$ cat config.mk
export PLATFORM = sky130hd
export DESIGN_NAME = maxbw_crc_sink_flat
export DESIGN_NICKNAME = d
export VERILOG_FILES = /design/src/rtl/maxbw_crc_sink_if.sv /design/src/rtl/maxbw_crc_sink.sv /design/src/flat_wrapper.sv
export SDC_FILE = /design/constraint.sdc
export NUM_CORES = 1
export LEC_CHECK = 0
export ABC_AREA = 1
export CORE_AREA = 2 2 113 115
export DETAILED_ROUTE_END_ITERATION = 12
export DIE_AREA = 0 0 115 117
export GPL_TIMING_DRIVEN = 0
export PLACE_DENSITY = 0.71
export SLEW_MARGIN = 30
export SYNTH_ARGS = -nofsm -noshare
export SYNTH_HDL_FRONTEND = slang
export SYNTH_SLANG_ARGS = --single-unit
$ cat constraint.sdc
create_clock -name clk -period 2.35 [get_ports clk]
set_clock_uncertainty 0.2 [all_clocks]
set_input_delay 0.47 -clock clk [delete_from_list [all_inputs] [get_ports clk]]
set_output_delay 0.47 -clock clk [all_outputs]
set_load 0.005 [all_outputs]
$ cat src/rtl/maxbw_crc_sink_if.sv
// Capture-pair input, command and byte-stream result port of the CRC sink.
interface maxbw_crc_sink_if;
  logic        in_valid;
  logic [15:0] in_lo;
  logic [15:0] in_hi;
  logic [1:0]  cmd;
  logic [7:0]  out_data;
  logic        out_valid;
  logic        out_ready;
  logic        busy;

  modport master (
    output in_valid, in_lo, in_hi, cmd, out_ready,
    input  out_data, out_valid, busy
  );

  modport slave (
    input  in_valid, in_lo, in_hi, cmd, out_ready,
    output out_data, out_valid, busy
  );
endinterface

$ cat src/rtl/maxbw_crc_sink.sv
// Folds one DDR capture pair per cycle into a CRC-16/CCITT-FALSE, counts pairs,
// and streams a 6-byte {crc, count, 0xA5} record on command.
module maxbw_crc_sink #(
  parameter int CNT_W = 24
) (
  input  logic             clk,
  input  logic             rst_n,
  maxbw_crc_sink_if.slave  bus
);

  localparam logic [1:0] CMD_ARM  = 2'b01;
  localparam logic [1:0] CMD_STOP = 2'b10;
  localparam logic [1:0] CMD_READ = 2'b11;

  typedef enum logic [1:0] {S_IDLE, S_RUN, S_HOLD, S_DUMP} state_t;

  state_t           state_q, state_d;
  logic [2:0]       idx_q, idx_d;
  logic [15:0]      crc_q;
  logic [CNT_W-1:0] count;
  logic             vld_d, load, clr, absorb;
  logic [7:0]       rec_byte;
  logic [23:0]      cnt24;
  logic             xfer;

  // 32 message bits per pair, in_lo first, each half MSB first.
  function automatic logic [15:0] crc32_upd(input logic [15:0] c, input logic [31:0] d);
    logic [15:0] r;
    r = c;
    for (int i = 31; i >= 0; i--)
      r = {r[14:0], 1'b0} ^ ((r[15] ^ d[i]) ? 16'h1021 : 16'h0000);
    return r;
  endfunction

  assign cnt24 = 24'(count);
  assign xfer  = bus.out_valid && bus.out_ready;

  always_comb begin
    state_d = state_q;
    idx_d   = idx_q;
    vld_d   = bus.out_valid;
    load    = 1'b0;
    clr     = 1'b0;
    absorb  = 1'b0;
    case (state_q)
      S_IDLE, S_HOLD: begin
        if (bus.cmd == CMD_ARM) begin
          clr     = 1'b1;
          state_d = S_RUN;
        end else if (bus.cmd == CMD_READ) begin
          state_d = S_DUMP;
          idx_d   = 3'd0;
          vld_d   = 1'b1;
          load    = 1'b1;
        end
      end
      S_RUN: begin
        // ARM restarts and drops the same-cycle pair; STOP still keeps it.
        if (bus.cmd == CMD_ARM) begin
          clr = 1'b1;
        end else begin
          absorb = bus.in_valid;
          if (bus.cmd == CMD_STOP) state_d = S_HOLD;
        end
      end
      S_DUMP: begin
        if (bus.cmd == CMD_ARM) begin
          clr     = 1'b1;
          state_d = S_RUN;
          vld_d   = 1'b0;
          idx_d   = 3'd0;
        end else if (xfer) begin
          if (idx_q == 3'd5) begin
            vld_d   = 1'b0;
            idx_d   = 3'd0;
            state_d = S_HOLD;
          end else begin
            idx_d = idx_q + 3'd1;
            load  = 1'b1;
          end
        end
      end
      default: state_d = S_IDLE;
    endcase
  end

  // Byte selected by the index the stream is about to present.
  always_comb begin
    case (idx_d)
      3'd0:    rec_byte = crc_q[15:8];
      3'd1:    rec_byte = crc_q[7:0];
      3'd2:    rec_byte = cnt24[23:16];
      3'd3:    rec_byte = cnt24[15:8];
      3'd4:    rec_byte = cnt24[7:0];
      default: rec_byte = 8'hA5;
    endcase
  end

  always_ff @(posedge clk or negedge rst_n) begin
    if (!rst_n) begin
      state_q       <= S_IDLE;
      idx_q         <= 3'd0;
      crc_q         <= 16'hFFFF;
      count         <= '0;
      bus.out_data  <= 8'h00;
      bus.out_valid <= 1'b0;
      bus.busy      <= 1'b0;
    end else begin
      state_q       <= state_d;
      idx_q         <= idx_d;
      bus.out_valid <= vld_d;
      bus.busy      <= (state_d == S_RUN);
      if (load) bus.out_data <= rec_byte;
      if (clr) begin
        crc_q <= 16'hFFFF;
        count <= '0;
      end else if (absorb) begin
        crc_q <= crc32_upd(crc_q, {bus.in_lo, bus.in_hi});
        if (count != {CNT_W{1'b1}}) count <= count + CNT_W'(1);
      end
    end
  end

endmodule

$ cat src/flat_wrapper.sv
// flat-port wrapper written by rule: the top's interface ports become plain ports
module maxbw_crc_sink_flat 
#(
  parameter int CNT_W = 24
)
  (clk, rst_n, bus_in_valid, bus_in_lo, bus_in_hi, bus_cmd, bus_out_ready, bus_out_data, bus_out_valid, bus_busy);
  maxbw_crc_sink_if bus_i ();
  input  logic clk;
  input  logic rst_n;
  input wire logic [$bits(bus_i.in_valid)-1:0] bus_in_valid;
  input wire logic [$bits(bus_i.in_lo)-1:0] bus_in_lo;
  input wire logic [$bits(bus_i.in_hi)-1:0] bus_in_hi;
  input wire logic [$bits(bus_i.cmd)-1:0] bus_cmd;
  input wire logic [$bits(bus_i.out_ready)-1:0] bus_out_ready;
  output wire logic [$bits(bus_i.out_data)-1:0] bus_out_data;
  output wire logic [$bits(bus_i.out_valid)-1:0] bus_out_valid;
  output wire logic [$bits(bus_i.busy)-1:0] bus_busy;
  assign bus_i.in_valid = bus_in_valid;
  assign bus_i.in_lo = bus_in_lo;
  assign bus_i.in_hi = bus_in_hi;
  assign bus_i.cmd = bus_cmd;
  assign bus_i.out_ready = bus_out_ready;
  assign bus_out_data = bus_i.out_data;
  assign bus_out_valid = bus_i.out_valid;
  assign bus_busy = bus_i.busy;
  maxbw_crc_sink #(.CNT_W(CNT_W)) u_core (.clk(clk), .rst_n(rst_n), .bus(bus_i));
endmodule
==> impl_metrics.json, run 1 <==
{
  "outcome": "complete, but fails checks",
  "failed_checks": "negative setup slack",
  "syn_nets": 741,
  "cts_made_buffers": 5,
  "drv_cap": 0,
  "multi_input_area_sq_mm": 0.004169,
  "setup_viol": 16,
  "grt_pass1_wl_mm": 24.16,
  "tritoncts": "yes",
  "core-area_sq_mm": 0.01231,
  "grt_max_degree": 40,
  "min_delay_path_depth": 1,
  "die_area_sq_mm": 0.01346,
  "numPortBuffers": 47,
  "overflow": 0,
  "setup_ws_ns": -0.2960,
  "fp.dieW_um": 115,
  "firstDrtPassIters": 5,
  "cp_max_fo": 6,
  "preCtsSetupSlack_ns": -0.7838,
  "cts_num_sinks": 55,
  "syn_avg_cell_area_sq_um": 6.853,
  "grt_pass1_vias": 5033,
  "synth_top_area_share_pct": 20.29,
  "rsz0062_at_grt": "true",
  "critical_path_class": "flop to flop",
  "slew_headroom_pct": 45.17,
  "worst_slew_pin_slew_ns": 0.8195,
  "rr_worst_depth": 18,
  "synthesis.area_sq_mm": 0.004811,
  "num_io_pins": 48,
  "cts_root_buf": "clkbuf_16",
  "htreeDepth": 2,
  "synth-async-reset-ratio_pct": 100.0,
  "postRouteAntennaNets": 0,
  "hold_path.class": "flop to flop",
  "yosysSeqAreaShare_pct": 29.02,
  "num_vias": 5285,
  "hold_viol_final": 0,
  "postSynthCellCount": 702,
  "die_h_um": 117,
  "antenna_cells": 0,
  "met1_usage_pct": 29.39,
  "drc_errors": 0,
  "crit_required_ns": 2.39,
  "period_needed_ns": 2.646,
  "gr-usage-met3_pct": 2.729,
  "setup_tns_ns": -3.551,
  "fillCellCount": 974,
  "synth_area_leaders": "dfrtp_1 (20%), nand2_1 (14%), dfstp_2 (8.7%), inv_1 (7.6%), nand3_1 (7.2%)",
  "ys_seq_elements": 55,
  "final_nets": 856,
  "area_growth_pct": 52.64,
  "antenna_found_initial": 0,
  "place_congestion": 0.9152,
  "yosys_warnings": 0,
  "cp-end-kind": "flop",
  "gr-usage-met2_pct": 38.00,
  "finalCritPeriodShare_pct": 112.6,
  "wl_mm": 16.54,
  "ys.flop_type": "dfrtp_1",
  "clockBufferDepth": 2,
  "drive_gt1_share_pct": 41.56,
  "clk_pin_slew_worst_paths_ns": 0.08,
  "grt.busiest_layer": "met2",
  "start_util_pct": 39.08,
  "regArea_sq_mm": 0.001399,
  "fmax_mhz": 377.9,
  "startpoint_type": "flop",
  "insertion_delay_ns": 0.30,
  "grt_usage_pct": 22.59,
  "wl_per_cell_um": 17.08,
  "synth_edf_count": 0,
  "finalMaxSlewViolations": 0,
  "final_common_cell": "nand2_1",
  "via_per_inst": 5.460,
  "post-dp-hpwl_mm": 10.25,
  "utilization_pct": 59.64,
  "ys_types": 39,
  "layout_common_cells": "nand2_1 (118), inv_1 (71), nand2_4 (64)",
  "core.rowCount": 41,
  "drt_iter0_drc": 493,
  "yosys.area.top_type": "dfrtp_1",
  "timing.critical_path.arrival_ns": 2.69
}
==> synth_stat cells, types with 16 or more instances <==
| cell type | number |
|---|---|
| xor2_1 | 27 |
| nand2_2 | 40 |
| inv_1 | 98 |
| nor3_1 | 16 |
| o21ai_0 | 23 |
| nand3_1 | 69 |
| nor2_1 | 40 |
| a21oi_1 | 22 |
| dfstp_2 | 16 |
| nand2_4 | 25 |
| nand2_1 | 183 |
| dfrtp_1 | 39 |
==> registers in the layout, summed over array words and instances, names as in the netlist <==
| register | flops |
|---|---|
| u_core.idx_q | 3 |
| u_core.bus.out_data | 8 |
| u_core.bus.out_valid | 1 |
| u_core.crc_q | 16 |
| u_core.cnt24 | 24 |
| u_core.bus.busy | 1 |
| u_core.state_q | 2 |
==> final timing paths <==
kind | startpoint | end | slack (ns)
setup / recovery | u_core.crc_q[14] | u_core.crc_q[7] | -0.30
min in group asynchronous | rst_n | u_core.cnt24[19] | 0.38
hold / removal | u_core.bus.out_data[1] | u_core.bus.out_data[1] | 0.28
setup reg to reg | u_core.crc_q[14] | u_core.crc_q[7] | -0.30
max in group asynchronous | rst_n | u_core.crc_q[9] | 1.02
hold reg to reg | u_core.bus.out_data[1] | u_core.bus.out_data[1] | 0.28
==> routing by layer <==
| layer | vias up | routed length [um] |
|---|---|---|
| met3 | 59 | 1029 |
| met1 | 2493 | 6583 |
| li1 | 2498 | - |
| met2 | 235 | 8121 |
| met4 | 0 | 802 |
| met5 | - | 0 |
==> metrics by stage <==
stage                     cell area (sq um)  hold WS, ns  std cells
after CTS                              6606       0.2850        952
final                                  7343       0.2792        968
after global routing                   7343       0.2926        968
after floorplan                        4811     -0.02559        702
after global placement                 5469       0.2595        899
after detailed placement               5487       0.1532        900
==> layout make-up <==
type / count / share of cell area, %
Inverter: 105 / 5.640
Clock inverter: 3 / 0.2726
Buffer: 7 / 0.4600
Timing Repair Buffer: 108 / 13.55
Multi-Input combinational cell: 535 / 56.77
Tap cell: 150 / 2.556
Clock buffer: 5 / 1.704
Sequential cell: 55 / 19.05
==> worst max-delay path: stages, from the launching register on <==
cell and delay (ns):
dfstp_2 0.56, nand2_2 0.07, nand2_4 0.11, inv_4 0.05, nand2_4 0.07, nand3b_1 0.21, nand2_4 0.20, nand2_4 0.08
nand2_8 0.10, nand2_1 0.09, nand2_2 0.11, nand2_4 0.08, nand2_4 0.12, nand2_8 0.08, nand2_8 0.10, nand2_4 0.06
nand3_1 0.10, nand3_2 0.09, nand2_1 0.08
==> timing repair <==
| action | CTS | global route |
|---|---|---|
| endpoints found under the setup margin | 32 | 45 |
| resized for setup | 160 | 140 |
| buffers inserted | 43 | 20 |
| endpoints found under the hold margin | 14 | 0 |
| pin swaps | 81 | 85 |
| hold buffers | 1 | 0 |
==> cell families (layout without fill, tap and decap cells) <==
kind of cell             after synthesis  in the layout  share of synthesized area (%)
AO/OA/AOI/OAI                         84             84                          10.33
adder cells (fa/ha/maj)                1              1                         0.2600
AND/OR/NAND/NOR                      407            407                          43.46
XOR/XNOR                              43             43                          8.141
flip-flops                            55             55                          29.02
buffers and inverters                112            228                          8.791
Power of run 1 is left out: the tool's default activity adds up to more than one toggle a clock period on the data nets, which glitch-free logic cannot reach.
==> inputs of run 2 (changes only) <==
--- a/config.mk
+++ b/config.mk
@@ -10,6 +10,7 @@
 export DETAILED_ROUTE_END_ITERATION = 12
 export DIE_AREA = 0 0 115 117
 export GPL_TIMING_DRIVEN = 0
+export HOLD_SLACK_MARGIN = 0.12
 export PLACE_DENSITY = 0.71
 export SLEW_MARGIN = 30
 export SYNTH_ARGS = -nofsm -noshare
==> results of run 2 <==
Final layout, timing and power as in run 1 (identical DEF).
Power of run 2 is left out for the same reason.
==> inputs of run 3 (changes only) <==
--- a/config.mk
+++ b/config.mk
@@ -6,6 +6,7 @@
 export NUM_CORES = 1
 export LEC_CHECK = 0
 export ABC_AREA = 1
+export CAP_MARGIN = 20
 export CORE_AREA = 2 2 113 115
 export DETAILED_ROUTE_END_ITERATION = 12
 export DIE_AREA = 0 0 115 117
==> results of run 3 <==
Final layout, timing and power as in run 1 (identical DEF).
Power of run 3 is left out for the same reason.
